**config.mk**
```make
export PLATFORM = sky130hd
export DESIGN_NAME = ram_port_driver
export DESIGN_NICKNAME = d
export VERILOG_FILES = /design/src/rtl/ram_drv_pkg.sv /design/src/rtl/rsp_fifo.sv /design/src/rtl/ram_port_driver.sv
export SDC_FILE = /design/constraint.sdc
export NUM_CORES = 1
export LEC_CHECK = 0
export CAP_MARGIN = 20
export CELL_PAD_IN_SITES_DETAIL_PLACEMENT = 0
export CELL_PAD_IN_SITES_GLOBAL_PLACEMENT = 2
export CORE_UTILIZATION = 34
export CTS_CLUSTER_SIZE = 30
export DETAILED_ROUTE_END_ITERATION = 10
export PLACE_DENSITY_LB_ADDON = 0.15
export RECOVER_POWER = 25
export SLEW_MARGIN = 40
export SYNTH_ARGS = -nofsm -noshare
export SYNTH_HDL_FRONTEND = slang
export SYNTH_HIERARCHICAL = 1
export SYNTH_SLANG_ARGS = --single-unit
```
**constraint.sdc**
```tcl
create_clock -name clk -period 3.7 [get_ports clk]
set_clock_uncertainty 0.05 [all_clocks]
set_input_delay 0.925 -clock clk [delete_from_list [all_inputs] [get_ports clk]]
set_output_delay 0.925 -clock clk [all_outputs]
set_load 0.005 [all_outputs]
```
**src/rtl/ram_drv_pkg.sv**
```systemverilog
`default_nettype none
// ============================================================================
// Module   : ram_drv_pkg
// Purpose  : Shared widths and request type for the 4096x12 RAM port driver.
// Revision : 1.0 - initial release
// ============================================================================
package ram_drv_pkg;

    localparam int DATA_W = 12;
    localparam int ADDR_W = 12;
    localparam int BANK_W = 2;
    localparam int OFFS_W = 10;

    typedef struct packed {
        logic              write;
        logic [ADDR_W-1:0] addr;
        logic [DATA_W-1:0] wdata;
    } req_t;

endpackage
`default_nettype wire

```
**src/rtl/rsp_fifo.sv**
```systemverilog
`default_nettype none
// ============================================================================
// Module   : rsp_fifo
// Purpose  : Synchronous FIFO holding RAM read data until the consumer pops it.
// Revision : 1.0 - initial release
// ============================================================================
module rsp_fifo #(
    parameter  int WIDTH = 12,
    parameter  int DEPTH = 4,
    localparam int PTR_W = $clog2(DEPTH),
    localparam int CNT_W = $clog2(DEPTH) + 1
) (
    input  logic             clk,
    input  logic             rst,
    input  logic             push_i,
    input  logic [WIDTH-1:0] data_i,
    input  logic             pop_i,
    output logic [WIDTH-1:0] data_o,
    output logic [CNT_W-1:0] count_o,
    output logic             full_o,
    output logic             empty_o
);

    logic [WIDTH-1:0] mem_q [DEPTH];
    logic [PTR_W-1:0] wr_ptr_q;
    logic [PTR_W-1:0] rd_ptr_q;
    logic [CNT_W-1:0] count_q;
    logic             w_push;
    logic             w_pop;

    assign full_o  = (count_q == CNT_W'(DEPTH));
    assign empty_o = (count_q == '0);
    assign w_push  = push_i && !full_o;
    assign w_pop   = pop_i && !empty_o;
    assign data_o  = mem_q[rd_ptr_q];
    assign count_o = count_q;

    // Pointers wrap naturally because DEPTH is a power of two.
    always_ff @(posedge clk) begin
        if (rst) begin
            wr_ptr_q <= '0;
            rd_ptr_q <= '0;
            count_q  <= '0;
        end else begin
            if (w_push) begin
                mem_q[wr_ptr_q] <= data_i;
                wr_ptr_q        <= wr_ptr_q + 1'b1;
            end
            if (w_pop) begin
                rd_ptr_q <= rd_ptr_q + 1'b1;
            end
            case ({w_push, w_pop})
                2'b10:   count_q <= count_q + 1'b1;
                2'b01:   count_q <= count_q - 1'b1;
                default: count_q <= count_q;
            endcase
        end
    end

endmodule
`default_nettype wire

```
**src/rtl/ram_port_driver.sv**
```systemverilog
`default_nettype none
// ============================================================================
// Module   : ram_port_driver
// Purpose  : Turns a valid/ready request stream into registered RAM port cycles
//            and returns read data in order through a credit-limited FIFO.
//            Optional RAM_DRV_STATS_EN adds access counters and bank tracking.
// Revision : 1.0 - initial release
// ============================================================================
module ram_port_driver
    import ram_drv_pkg::*;
#(
    parameter int RD_LATENCY = 1,
    parameter int RSP_DEPTH  = 4
) (
    input  logic              clk,
    input  logic              rst,
    input  logic              req_valid,
    output logic              req_ready,
    input  logic              req_write,
    input  logic [ADDR_W-1:0] req_addr,
    input  logic [DATA_W-1:0] req_wdata,
    output logic              rsp_valid,
    input  logic              rsp_ready,
    output logic [DATA_W-1:0] rsp_data,
    output logic [ADDR_W-1:0] ram_write_address,
    output logic [ADDR_W-1:0] ram_read_address,
    output logic [DATA_W-1:0] ram_data_in,
    output logic              ram_write_enable,
    output logic              ram_read_enable,
    input  logic [DATA_W-1:0] ram_data_out
`ifdef RAM_DRV_STATS_EN
    ,
    output logic [15:0]       stat_wr_cnt,
    output logic [15:0]       stat_rd_cnt,
    output logic [3:0]        stat_bank_hit
`endif
);

    localparam int                 c_CNT_W = $clog2(RSP_DEPTH) + 1;
    localparam logic [c_CNT_W-1:0] c_DEPTH = c_CNT_W'(RSP_DEPTH);

    req_t                  w_req;
    logic                  w_accept;
    logic                  w_acc_wr;
    logic                  w_acc_rd;
    logic                  w_push;
    logic                  w_pop;
    logic                  w_fifo_full;
    logic                  w_fifo_empty;
    logic [c_CNT_W-1:0]    w_fifo_count;
    logic [c_CNT_W-1:0]    w_credits;
    logic [DATA_W-1:0]     w_fifo_data;

    logic                  we_q, we_d;
    logic                  re_q, re_d;
    logic [ADDR_W-1:0]     waddr_q, waddr_d;
    logic [ADDR_W-1:0]     raddr_q, raddr_d;
    logic [DATA_W-1:0]     din_q, din_d;
    logic [c_CNT_W-1:0]    inflight_q, inflight_d;
    logic [RD_LATENCY-1:0] rd_pipe_q, rd_pipe_d;

    assign w_req     = '{write: req_write, addr: req_addr, wdata: req_wdata};
    // A slot is reserved from accept until the consumer pops the data.
    assign w_credits = c_DEPTH - (inflight_q + w_fifo_count);
    assign req_ready = !rst && (w_credits != '0) && !w_fifo_full;
    assign w_accept  = req_valid && req_ready;
    assign w_acc_wr  = w_accept && w_req.write;
    assign w_acc_rd  = w_accept && !w_req.write;
    assign w_push    = rd_pipe_q[RD_LATENCY-1];
    assign w_pop     = rsp_valid && rsp_ready;

    always_comb begin
        we_d    = w_acc_wr;
        re_d    = w_acc_rd;
        waddr_d = waddr_q;
        raddr_d = raddr_q;
        din_d   = din_q;
        if (w_acc_wr) begin
            waddr_d = w_req.addr;
            din_d   = w_req.wdata;
        end
        if (w_acc_rd) begin
            raddr_d = w_req.addr;
        end
        // Tag travels alongside the RAM read so the push lines up with valid data.
        rd_pipe_d  = RD_LATENCY'({rd_pipe_q, re_q});
        inflight_d = inflight_q + c_CNT_W'(w_acc_rd) - c_CNT_W'(w_push);
    end

    always_ff @(posedge clk) begin
        if (rst) begin
            we_q       <= 1'b0;
            re_q       <= 1'b0;
            waddr_q    <= '0;
            raddr_q    <= '0;
            din_q      <= '0;
            inflight_q <= '0;
            rd_pipe_q  <= '0;
        end else begin
            we_q       <= we_d;
            re_q       <= re_d;
            waddr_q    <= waddr_d;
            raddr_q    <= raddr_d;
            din_q      <= din_d;
            inflight_q <= inflight_d;
            rd_pipe_q  <= rd_pipe_d;
        end
    end

    rsp_fifo #(
        .WIDTH (DATA_W),
        .DEPTH (RSP_DEPTH)
    ) u_rsp_fifo (
        .clk     (clk),
        .rst     (rst),
        .push_i  (w_push),
        .data_i  (ram_data_out),
        .pop_i   (w_pop),
        .data_o  (w_fifo_data),
        .count_o (w_fifo_count),
        .full_o  (w_fifo_full),
        .empty_o (w_fifo_empty)
    );

    assign rsp_valid         = !w_fifo_empty;
    assign rsp_data          = w_fifo_data;
    assign ram_write_address = waddr_q;
    assign ram_read_address  = raddr_q;
    assign ram_data_in       = din_q;
    assign ram_write_enable  = we_q;
    assign ram_read_enable   = re_q;

`ifdef RAM_DRV_STATS_EN
    logic [15:0] wr_cnt_q;
    logic [15:0] rd_cnt_q;
    logic [3:0]  bank_hit_q;

    always_ff @(posedge clk) begin
        if (rst) begin
            wr_cnt_q   <= '0;
            rd_cnt_q   <= '0;
            bank_hit_q <= '0;
        end else begin
            if (we_q && (wr_cnt_q != 16'hFFFF)) begin
                wr_cnt_q <= wr_cnt_q + 16'd1;
            end
            if (re_q && (rd_cnt_q != 16'hFFFF)) begin
                rd_cnt_q <= rd_cnt_q + 16'd1;
            end
            if (w_accept) begin
                bank_hit_q <= 4'b0001 << w_req.addr[OFFS_W +: BANK_W];
            end
        end
    end

    assign stat_wr_cnt   = wr_cnt_q;
    assign stat_rd_cnt   = rd_cnt_q;
    assign stat_bank_hit = bank_hit_q;
`endif

endmodule
`default_nettype wire

```
Word level (Yosys, flattened, before mapping)
Memories as Yosys holds them, arrays and structs flattened. A register that Yosys moved wholly into a read port is not among the register bits.
Index checks and enable logic that the tools add are counted.

word-level totals
  output and inout bits = 52
  flip-flop bits (word level) = 49
  input port bits = 41
  word-level logic and storage cells = 43
  RAM bits = 48
  memories = 1

operators by class
  muxes and demuxes = 6
  equal/unequal tests = 3
  reductions and logical operators = 15
  add/subtract/negate cells = 8

memories
  name              depth  width  read ports  clocked after Yosys merged registers in  wr ports  line            text
  u_rsp_fifo.mem_q  4      12     1           1                                        1         rsp_fifo.sv:24  logic [WIDTH-1:0] mem_q [DEPTH];

operator list
  operator               count
  $logic_and A1 B1 Y1    8
  $pmux W3 S2            1
  $add A2 B1 Y2 const B  2
  $logic_not A1 Y1       4
  $mux W2                2
  $add A3 B1 Y3          1
  $add A3 B1 Y3 const B  1
  $add A3 B3 Y3          1
  $eq A3 B3 Y1 const B   1
  $logic_not A3 Y1       1
  $mux W1                3
  $reduce_bool A3 Y1     1
  $sub A3 B1 Y3          1
  $sub A3 B1 Y3 const B  1
  $sub A3 B3 Y3 const A  1
  $eq A2 B1 Y1 const B   1
  $eq A2 B2 Y1 const B   1
  $reduce_bool A2 Y1     1

Logic depth before layout (Yosys ltp)
Gate-level depths: netlist of run 1.

  word-level depth = 9
  gate-level depth with buffers = 12
  gate-level depth less buffers = 12

Hierarchy
Netlist of run 1, hierarchy kept.

modules (own cells, without submodules)
  module           sequential area each (sq um)  times used  area an instance (sq um)  cells each
  rsp_fifo         1621.6                        1           2257.2                    116
  ram_port_driver  840.8                         1           1894.3                    184

Worst setup path before layout of run 1
No wires, ideal clock.

  path kind = register -> register
  start = reg u_rsp_fifo.count_q[1], in the netlist u_rsp_fifo/count_o[1]
  end = reg inflight_q[2]
  cell stages (with the launch flop) = 13
  library setup time = 0.125 ns
  path slack = 1.082 ns
  buffers on the path = 0
  clock period less this slack = 2.618 ns
  data arrival time = 2.443 ns
  data required time = 3.525 ns
  cell sequence = dfxtp_1 -> ha_1 -> inv_1 -> ha_1 -> xor2_1 -> xnor2_1 -> nor3_1 -> nor3_1 -> ha_1 -> fa_1 -> xnor2_1 -> xnor2_1 -> nor2_1

on the way
  cells in the longest elaborated chain, start to end = 9
  elaborated cells between the ends (all ways) = 11
  those cells by class = add/sub (4); eq/ne (1); reduce/logical (6)

RTL lines
  item                     line                    text
  start, declared          rsp_fifo.sv:27          logic [CNT_W-1:0] count_q;
  start signal, assigned   rsp_fifo.sv:53          2'b10: count_q <= count_q + 1'b1;
  start signal, assigned   rsp_fifo.sv:54          2'b01: count_q <= count_q - 1'b1;
  start signal, assigned   rsp_fifo.sv:55          default: count_q <= count_q;
  $add A3 B3 Y3            ram_port_driver.sv:64   assign w_credits = c_DEPTH - (inflight_q + w_fifo_count);
  $sub A3 B3 Y3            ram_port_driver.sv:64
  $reduce_bool A3 Y1       ram_port_driver.sv:65   assign req_ready = !rst && (w_credits != '0) && !w_fifo_full;
  $logic_and A1 B1 Y1      ram_port_driver.sv:65
  $logic_and A1 B1 Y1 (*)  ram_port_driver.sv:65
  $logic_and A1 B1 Y1 (*)  ram_port_driver.sv:66   assign w_accept = req_valid && req_ready;
  $logic_and A1 B1 Y1 (*)  ram_port_driver.sv:68   assign w_acc_rd = w_accept && !w_req.write;
  via re_d                 ram_port_driver.sv:55   logic re_q, re_d;
  $add A3 B1 Y3 (*)        ram_port_driver.sv:87   inflight_d = inflight_q + c_CNT_W'(w_acc_rd) - c_CNT_W'(w_push);
  $sub A3 B1 Y3 (*)        ram_port_driver.sv:87
  end signal, assigned     ram_port_driver.sv:105  inflight_q <= inflight_d;
  end, declared            ram_port_driver.sv:59   logic [c_CNT_W-1:0] inflight_q, inflight_d;

The timed path passes the listed nets; every way through them passes the cells marked *.
A chain may end at the register's enable or synchronous reset.

Worst setup path after layout of run 1
  start = reg u_rsp_fifo.count_q[0], in the netlist u_rsp_fifo/count_o[0]
  end = out req_ready

on the way
  cells in the longest elaborated chain, start to end = 5
  elaborated cells between the ends (all ways) = 7
  those cells by class = add/sub (2); eq/ne (1); reduce/logical (4)

RTL lines
  item                     line                   text
  $add A3 B3 Y3            ram_port_driver.sv:64
  $sub A3 B3 Y3            ram_port_driver.sv:64
  $reduce_bool A3 Y1       ram_port_driver.sv:65
  $logic_and A1 B1 Y1      ram_port_driver.sv:65
  $logic_and A1 B1 Y1 (*)  ram_port_driver.sv:65
  end, declared            ram_port_driver.sv:18  output logic req_ready,

Mark *: on every way between the ends. The rest lies on a longest branch, timed or not.

==> results of run 1 <==
-- final cells by class --
cell class / instances / area [sq um] / area share
Sequential cell: 99 / 2460 / 0.445
Multi-Input combinational cell: 172 / 1560 / 0.282
Timing Repair Buffer: 101 / 981 / 0.177
Clock buffer: 10 / 229 / 0.0414
Tap cell: 143 / 179 / 0.0323
Clock inverter: 6 / 66.3 / 0.0120
Inverter: 14 / 52.6 / 0.00950
-- worst reg2reg max path, cell delays in order, from the launching register on --
cell	delay [ps]
sky130_fd_sc_hd__dfxtp_1	460
sky130_fd_sc_hd__ha_1	280
sky130_fd_sc_hd__inv_1	60
sky130_fd_sc_hd__ha_1	150
sky130_fd_sc_hd__xor2_1	180
sky130_fd_sc_hd__xnor2_1	140
sky130_fd_sc_hd__nor3_1	340
sky130_fd_sc_hd__nor3_1	120
sky130_fd_sc_hd__ha_1	230
sky130_fd_sc_hd__fa_1	390
sky130_fd_sc_hd__xnor2_1	180
sky130_fd_sc_hd__xnor2_1	130
sky130_fd_sc_hd__nor2_1	50
-- kinds of logic after synthesis --
| group | count (synthesis) | share of synthesized area |
|---|---|---|
| AO/OA/AOI/OAI | 10 | 0.0163 |
| flip-flops | 99 | 0.593 |
| buffers and inverters | 29 | 0.0359 |
| AND/OR/NAND/NOR | 93 | 0.136 |
| adder cells (fa/ha/maj) | 12 | 0.0398 |
| XOR/XNOR | 8 | 0.0169 |
| multiplexers | 49 | 0.162 |
-- path summary, 6_finish.rpt --
| path | slack (ps) | to | startpoint |
|---|---|---|---|
| max reg2reg | 780 | inflight_q[2] | u_rsp_fifo/count_o[1] |
| max | 170 | req_ready | u_rsp_fifo/count_o[0] |
| min reg2reg | 420 | ram_data_in[5] | ram_data_in[5] |
| min | 420 | ram_data_in[5] | ram_data_in[5] |
-- layout by cell type, fill, tap and decap left out, types with 8 or more instances in the layout --
| master | Yosys | layout |
|---|---|---|
| sky130_fd_sc_hd__clkdlybuf4s50_1 | 0 | 79 |
| sky130_fd_sc_hd__nand2b_1 | 63 | 63 |
| sky130_fd_sc_hd__dfxtp_1 | 51 | 51 |
| sky130_fd_sc_hd__edfxtp_1 | 48 | 48 |
| sky130_fd_sc_hd__mux2i_1 | 37 | 37 |
| sky130_fd_sc_hd__inv_1 | 14 | 14 |
| sky130_fd_sc_hd__dlygate4sd3_1 | 0 | 12 |
| sky130_fd_sc_hd__ha_1 | 10 | 10 |
| sky130_fd_sc_hd__nor2_1 | 9 | 9 |
| sky130_fd_sc_hd__clkbuf_16 | 0 | 9 |
| sky130_fd_sc_hd__mux4_1 | 9 | 9 |
| sky130_fd_sc_hd__buf_4 | 0 | 8 |
-- flip-flops by register name, indices dropped and copies added (netlist names), 2 cells and up, named ones only --
register             flops
ram_write_address       12
u_rsp_fifo/count_o       3
u_rsp_fifo/rd_ptr_q      2
u_rsp_fifo/wr_ptr_q      2
inflight_q               3
ram_data_in             12
u_rsp_fifo/mem_q        48
ram_read_address        12
-- layer usage --
layer	share of wire	GRT usage	vias up
met3	0.073	0.0508	9
li1	-	-	1246
met5	0	0	-
met2	0.47	0.213	61
met4	0.014	0.0613	0
met1	0.44	0.160	1166
-- power groups by stage --
| stage | clock, mW | sequential (mW) | combinational [mW] |
|---|---|---|---|
| final | 0.913 | 1.23 | 0.347 |
| after detailed placement | 0 | 1.25 | 0.355 |
| after global routing | 0.991 | 1.24 | 0.382 |
| after CTS | 0.951 | 1.23 | 0.357 |
| after global placement | 0 | 1.25 | 0.354 |
| after floorplan | 0 | 1.25 | 0.180 |
-- through the flow --
| stage | std cells | utilization | hold WS, ps | power, mW | worst slack (ps) |
|---|---|---|---|---|---|
| finish | 545 | 0.474 | 422 | 2.49 | 173 |
| global route | 545 | 0.474 | 441 | 2.61 | 29.2 |
| global placement | 529 | 0.449 | 408 | 1.61 | 587 |
| floorplan | 300 | - | 409 | 1.43 | 1080 |
| CTS | 545 | 0.475 | 429 | 2.54 | 164 |
| detailed placement | 529 | 0.449 | 413 | 1.61 | 553 |
==> results.ini, run 1 <==
[pwr]
switching_power_mw = 0.561
vdd_drop_max_v = 0.000171
power.clock.fraction = 0.367
power_density_nw_per_um2 = 450
power.share.combinational = 0.140
sw_frac_of_total = 0.225
share_seq_of_total_power = 0.494
internal_power_mw = 1.93
leakagePower_nw = 1.99

[synthesis]
post-synth-top-area-cell = sky130_fd_sc_hd__edfxtp_1
syn-mean-instance-area_sq_um = 13.8
synth_top_flop_cell = sky130_fd_sc_hd__dfxtp_1
yosys_warnings = 6
synth_cell_types = 27
synthesis.nets = 353
synth_async_sr_flop_share = 0
synthTopCellsByCount = sky130_fd_sc_hd__nand2b_1 (63), sky130_fd_sc_hd__dfxtp_1 (51), sky130_fd_sc_hd__edfxtp_1 (48), sky130_fd_sc_hd__mux2i_1 (37), sky130_fd_sc_hd__inv_1 (14)
synthesis_stage_register_bit_count = 99
synth.yosys.seq_area_share = 0.593
top_cells_by_area_in_the_synthesized_netlist = sky130_fd_sc_hd__edfxtp_1 (35%), sky130_fd_sc_hd__dfxtp_1 (25%), sky130_fd_sc_hd__nand2b_1 (9.5%)
post_synth_instance_area_sq_um = 4150
syn-instance-count = 300
post-synth-top-count-cell = sky130_fd_sc_hd__nand2b_1
synth_edf_count = 48
synthDominantCellAreaShare = 0.347

[detailed_routing]
postRouteWirelength_um = 7880
ant_nets = 0
via_count = 2482
drtIter0Drc = 53
drt_pass1_iterations = 4
vias_per_cell = 4.55
drc = 0
wire_per_inst_um = 14.5

[floorplan]
die-area_sq_um = 12700
die_h_um = 113
placementRows = 39
die_width_um = 113
top_level_ports = 93
design.core.area_sq_um = 11700
initial_core_utilization = 0.356

[sta]
drv_slew = 0
timing.setup.tns_ps = 0
setup_viols_final = 0
slew_headroom = 0.183
max_clock_freq_mhz = 284
worst_slew_pin_slew_ps = 1230
shortest_clock_period_the_worst_path_allows_after_layout_ps = 3530
period_share = 0.953
finalHoldViolCount = 0
rsz0062_at_grt = no

[setup_path]
cp_max_fo = 6
worst_setup_path_end_kind = primary output
critical_path_cell_count = 8
cp_cell_sequence = inv_1 -> ha_1 -> ha_1 -> xor2_1 -> xnor2_1 -> nor3_1 -> nor3_1 -> clkdlybuf4s50_1
cp-start-kind = register
max_stage_delay_ps = 530
worst-path-buf-inv = 2
critical-path-top-delay-family = buffers and inverters
critPathArrivalTime_ps = 2550
rr_worst_depth = 12
required_ps = 2720
setup.worst_path.class = register to primary output
critical-path-slowest-cell = sky130_fd_sc_hd__clkdlybuf4s50_1

[grt]
globalRouteTotalUtil = 0.133
grt_remaining_overflow = 0
first_global_vias = 2462
grt_start_max_net_pins = 78
first_pass_grt_wire_length_um = 12800
number_of_antenna_violations_at_the_first_check_in_global_routing = 0

[final_layout]
areaGrowthSynthToFinish_pct = 33.2
layout-drive-gt1-share = 0.0871
antenna-diode-count = 0
fillCellCount = 1050
nNetsFinal = 450
postLayoutCellArea_sq_um = 5530

[clocking]
cts.repair_timing.setup_buffer_count = 0
cts_buffer_count = 9
cts_root_buffer_type = sky130_fd_sc_hd__clkbuf_16
tritoncts_clock_tree = yes
clock_tree.buffer_depth = 2
cts.htree.levels = 3
worst_setup_hold_path_clk_slew_ps = 70
cts.repair.resized = 0
clkSinkCount = 99
clock_insertion_delay_worst_skew_ps = 330
cts-hold-fix-buffers = 0

[placed_design]
place.gp.congestion = 0.671
dpl_cell_area_sq_um = 5240
portBuffers = 92
dp.final_hpwl_um = 5230

[flow_run]
timing.max_cap.violations = 0

[min_path]
hold_class = register to register
worst_hold_path.num_cells = 2

[run_status]
run_status = complete, no violations

(Power assumes the default switching activity.)
==> run 2, diff against run 1 <==
Settings changed: CORE_UTILIZATION 34 to 35, CTS_BUF_LIST set to sky130_fd_sc_hd__clkbuf_8, RECOVER_POWER 25 to not set, SETUP_SLACK_MARGIN set to 0.2.
==> results.ini, run 2 (synthesis results as in run 1) <==
[setup_path]
cp_cell_sequence = buf_4 -> mux4_1 -> clkdlybuf4s50_1
worst_setup_path_end_kind = primary output
cp-start-kind = register
max_stage_delay_ps = 570  ; +40 ps
required_ps = 2720  ; about the same
critPathArrivalTime_ps = 2160  ; -390 ps
setup.worst_path.class = register to primary output
critical-path-slowest-cell = sky130_fd_sc_hd__mux4_1
critical-path-top-delay-family = buffers and inverters
cp_max_fo = 7  ; +1
rr_worst_depth = 12  ; unchanged
rrSetupSlack_ps = 980  ; +200 ps
critical_path_cell_count = 3  ; -5
worst-path-buf-inv = 2  ; unchanged

[floorplan]
top_level_ports = 93  ; unchanged
initial_core_utilization = 0.362  ; +0.00606
placementRows = 39  ; unchanged
die-area_sq_um = 12300  ; -2.8%
design.core.area_sq_um = 11500  ; -1.7%
die_width_um = 111  ; -1.4%
die_h_um = 111  ; -1.4%

[sta]
pnr_worst_setup_slack_ps = 567  ; +394 ps
slew_headroom = 0.582  ; +0.399
drv_slew = 0  ; unchanged
timing.setup.tns_ps = 0  ; unchanged
max_clock_freq_mhz = 319  ; +13%
worst_slew_pin_slew_ps = 626  ; -599 ps
setup_viols_final = 0  ; unchanged
hold_ws_ps = 428  ; +5.59 ps
period_share = 0.847  ; -0.106
finalHoldViolCount = 0  ; unchanged
shortest_clock_period_the_worst_path_allows_after_layout_ps = 3130  ; -394 ps
rsz0062_at_grt = no

[detailed_routing]
vias_per_cell = 4.59  ; +0.80%
wire_per_inst_um = 14.5  ; +0.17%
drtIter0Drc = 56  ; +5.7%
drt_pass1_iterations = 4  ; unchanged
via_count = 2511  ; +1.2%
postRouteWirelength_um = 7920  ; +0.53%
ant_nets = 0  ; unchanged
drc = 0  ; unchanged

[clocking]
worst_setup_hold_path_clk_slew_ps = 90  ; +20 ps
cts_root_buffer_type = sky130_fd_sc_hd__clkbuf_8
clkSinkCount = 99  ; unchanged
cts-hold-fix-buffers = 0  ; unchanged
cts_buffer_count = 9  ; unchanged
tritoncts_clock_tree = yes
clock_insertion_delay_worst_skew_ps = 350  ; +20 ps
clock_tree.buffer_depth = 2  ; unchanged
cts.htree.levels = 3  ; unchanged

[final_layout]
nNetsFinal = 452  ; +0.44%
commonest_non_fill_non_tap_cell_in_the_layout = sky130_fd_sc_hd__clkdlybuf4s50_1
areaGrowthSynthToFinish_pct = 32.5
instances_no_fill = 547  ; +0.37%
layout-drive-gt1-share = 0.104  ; +0.0169
antenna-diode-count = 0  ; unchanged
mostFrequentLayoutCells = sky130_fd_sc_hd__clkdlybuf4s50_1 (90), sky130_fd_sc_hd__nand2b_1 (63), sky130_fd_sc_hd__dfxtp_1 (49), sky130_fd_sc_hd__edfxtp_1 (48), sky130_fd_sc_hd__mux2i_1 (37)
fillCellCount = 1039  ; -1.0%
largest_register_ff_count = 48  ; unchanged
registers.top_by_ff_count = u_rsp_fifo/mem_q

[placed_design]
portBuffers = 92  ; unchanged
dp.final_hpwl_um = 5420  ; +3.7%
place_ws_ps = 560  ; +7.01 ps
place.gp.congestion = 0.667  ; -0.66%
numPlacedInstances = 530  ; +0.19%

[grt]
number_of_antenna_violations_at_the_first_check_in_global_routing = 0  ; unchanged
grt_remaining_overflow = 0  ; unchanged
grt_start_max_net_pins = 78  ; unchanged
first_global_vias = 2566  ; +4.2%
globalRouteTotalUtil = 0.136  ; +0.00242
first_pass_grt_wire_length_um = 12900  ; +0.59%

[flow_run]
timing.max_cap.violations = 0  ; unchanged

[min_path]
worst_hold_path.num_cells = 2  ; unchanged
hold_class = register to register

[pwr]
power_density_nw_per_um2 = 429  ; -4.6%
vdd_drop_max_v = 0.000258  ; +51%
leakagePower_nw = 1.99  ; +0.38%

[run_status]
run_status = complete, no violations

-- run 2: worst register-to-register path: cells and delay by family, from the launching register on --
kind,cells,cell delay [ps]
buf+inv,1,40
xor+xnor,4,650
flops,1,370
fa+ha+maj,4,1100
simple gates,3,390
-- run 2: timing repair --
item,in CTS,in global routing
endpoints found under the setup margin,1,1
gates resized for setup,4,2
setup buffers,0,1
pin swaps,0,1
-- run 2: cell type report --
cell class	instances	area, sq um	area share
clock inverters	7	98.8	0.0180
flip-flops and latches	99	2460	0.448
well taps	143	179	0.0325
inverters	14	52.6	0.00955
multi-input cells	172	1580	0.287
clock buffers	9	124	0.0225
repair buffers	103	1000	0.182
-- run 2: through the flow --
step	util	area [sq um]	total power, mW
2_1_floorplan	-	4150	1.43
3_3_place_gp	0.457	5250	1.61
4_1_cts	0.478	5480	2.39
6_report	0.480	5500	2.36
3_5_place_dp	0.457	5250	1.61
5_1_grt	0.480	5500	2.48
-- run 2: per-layer routing --
| layer | wire length [um] | track usage | up-vias | share of wire |
|---|---|---|---|---|
| li1 | - | - | 1251 | - |
| met1 | 3480 | 0.163 | 1182 | 0.44 |
| met2 | 3710 | 0.216 | 65 | 0.47 |
| met3 | 564 | 0.0459 | 13 | 0.071 |
| met4 | 163 | 0.0693 | 0 | 0.021 |
| met5 | 0 | 0 | - | 0 |
-- run 2: worst paths after layout --
path	startpoint	endpoint
worst max-delay path	register	rsp_data[1]
worst min-delay path	ram_write_address[0]	ram_write_address[0]
worst max register to register	u_rsp_fifo/count_o[1]	inflight_q[2]
worst min register to register	ram_write_address[0]	ram_write_address[0]
-- run 2: where the power goes --
group / internal (mW) / switching (mW) / total, mW
Combinational: 0.221 / 0.151 / 0.372
Sequential: 1.20 / 0.0303 / 1.23
Clock: 0.386 / 0.375 / 0.761
Total: 1.81 / 0.556 / 2.36
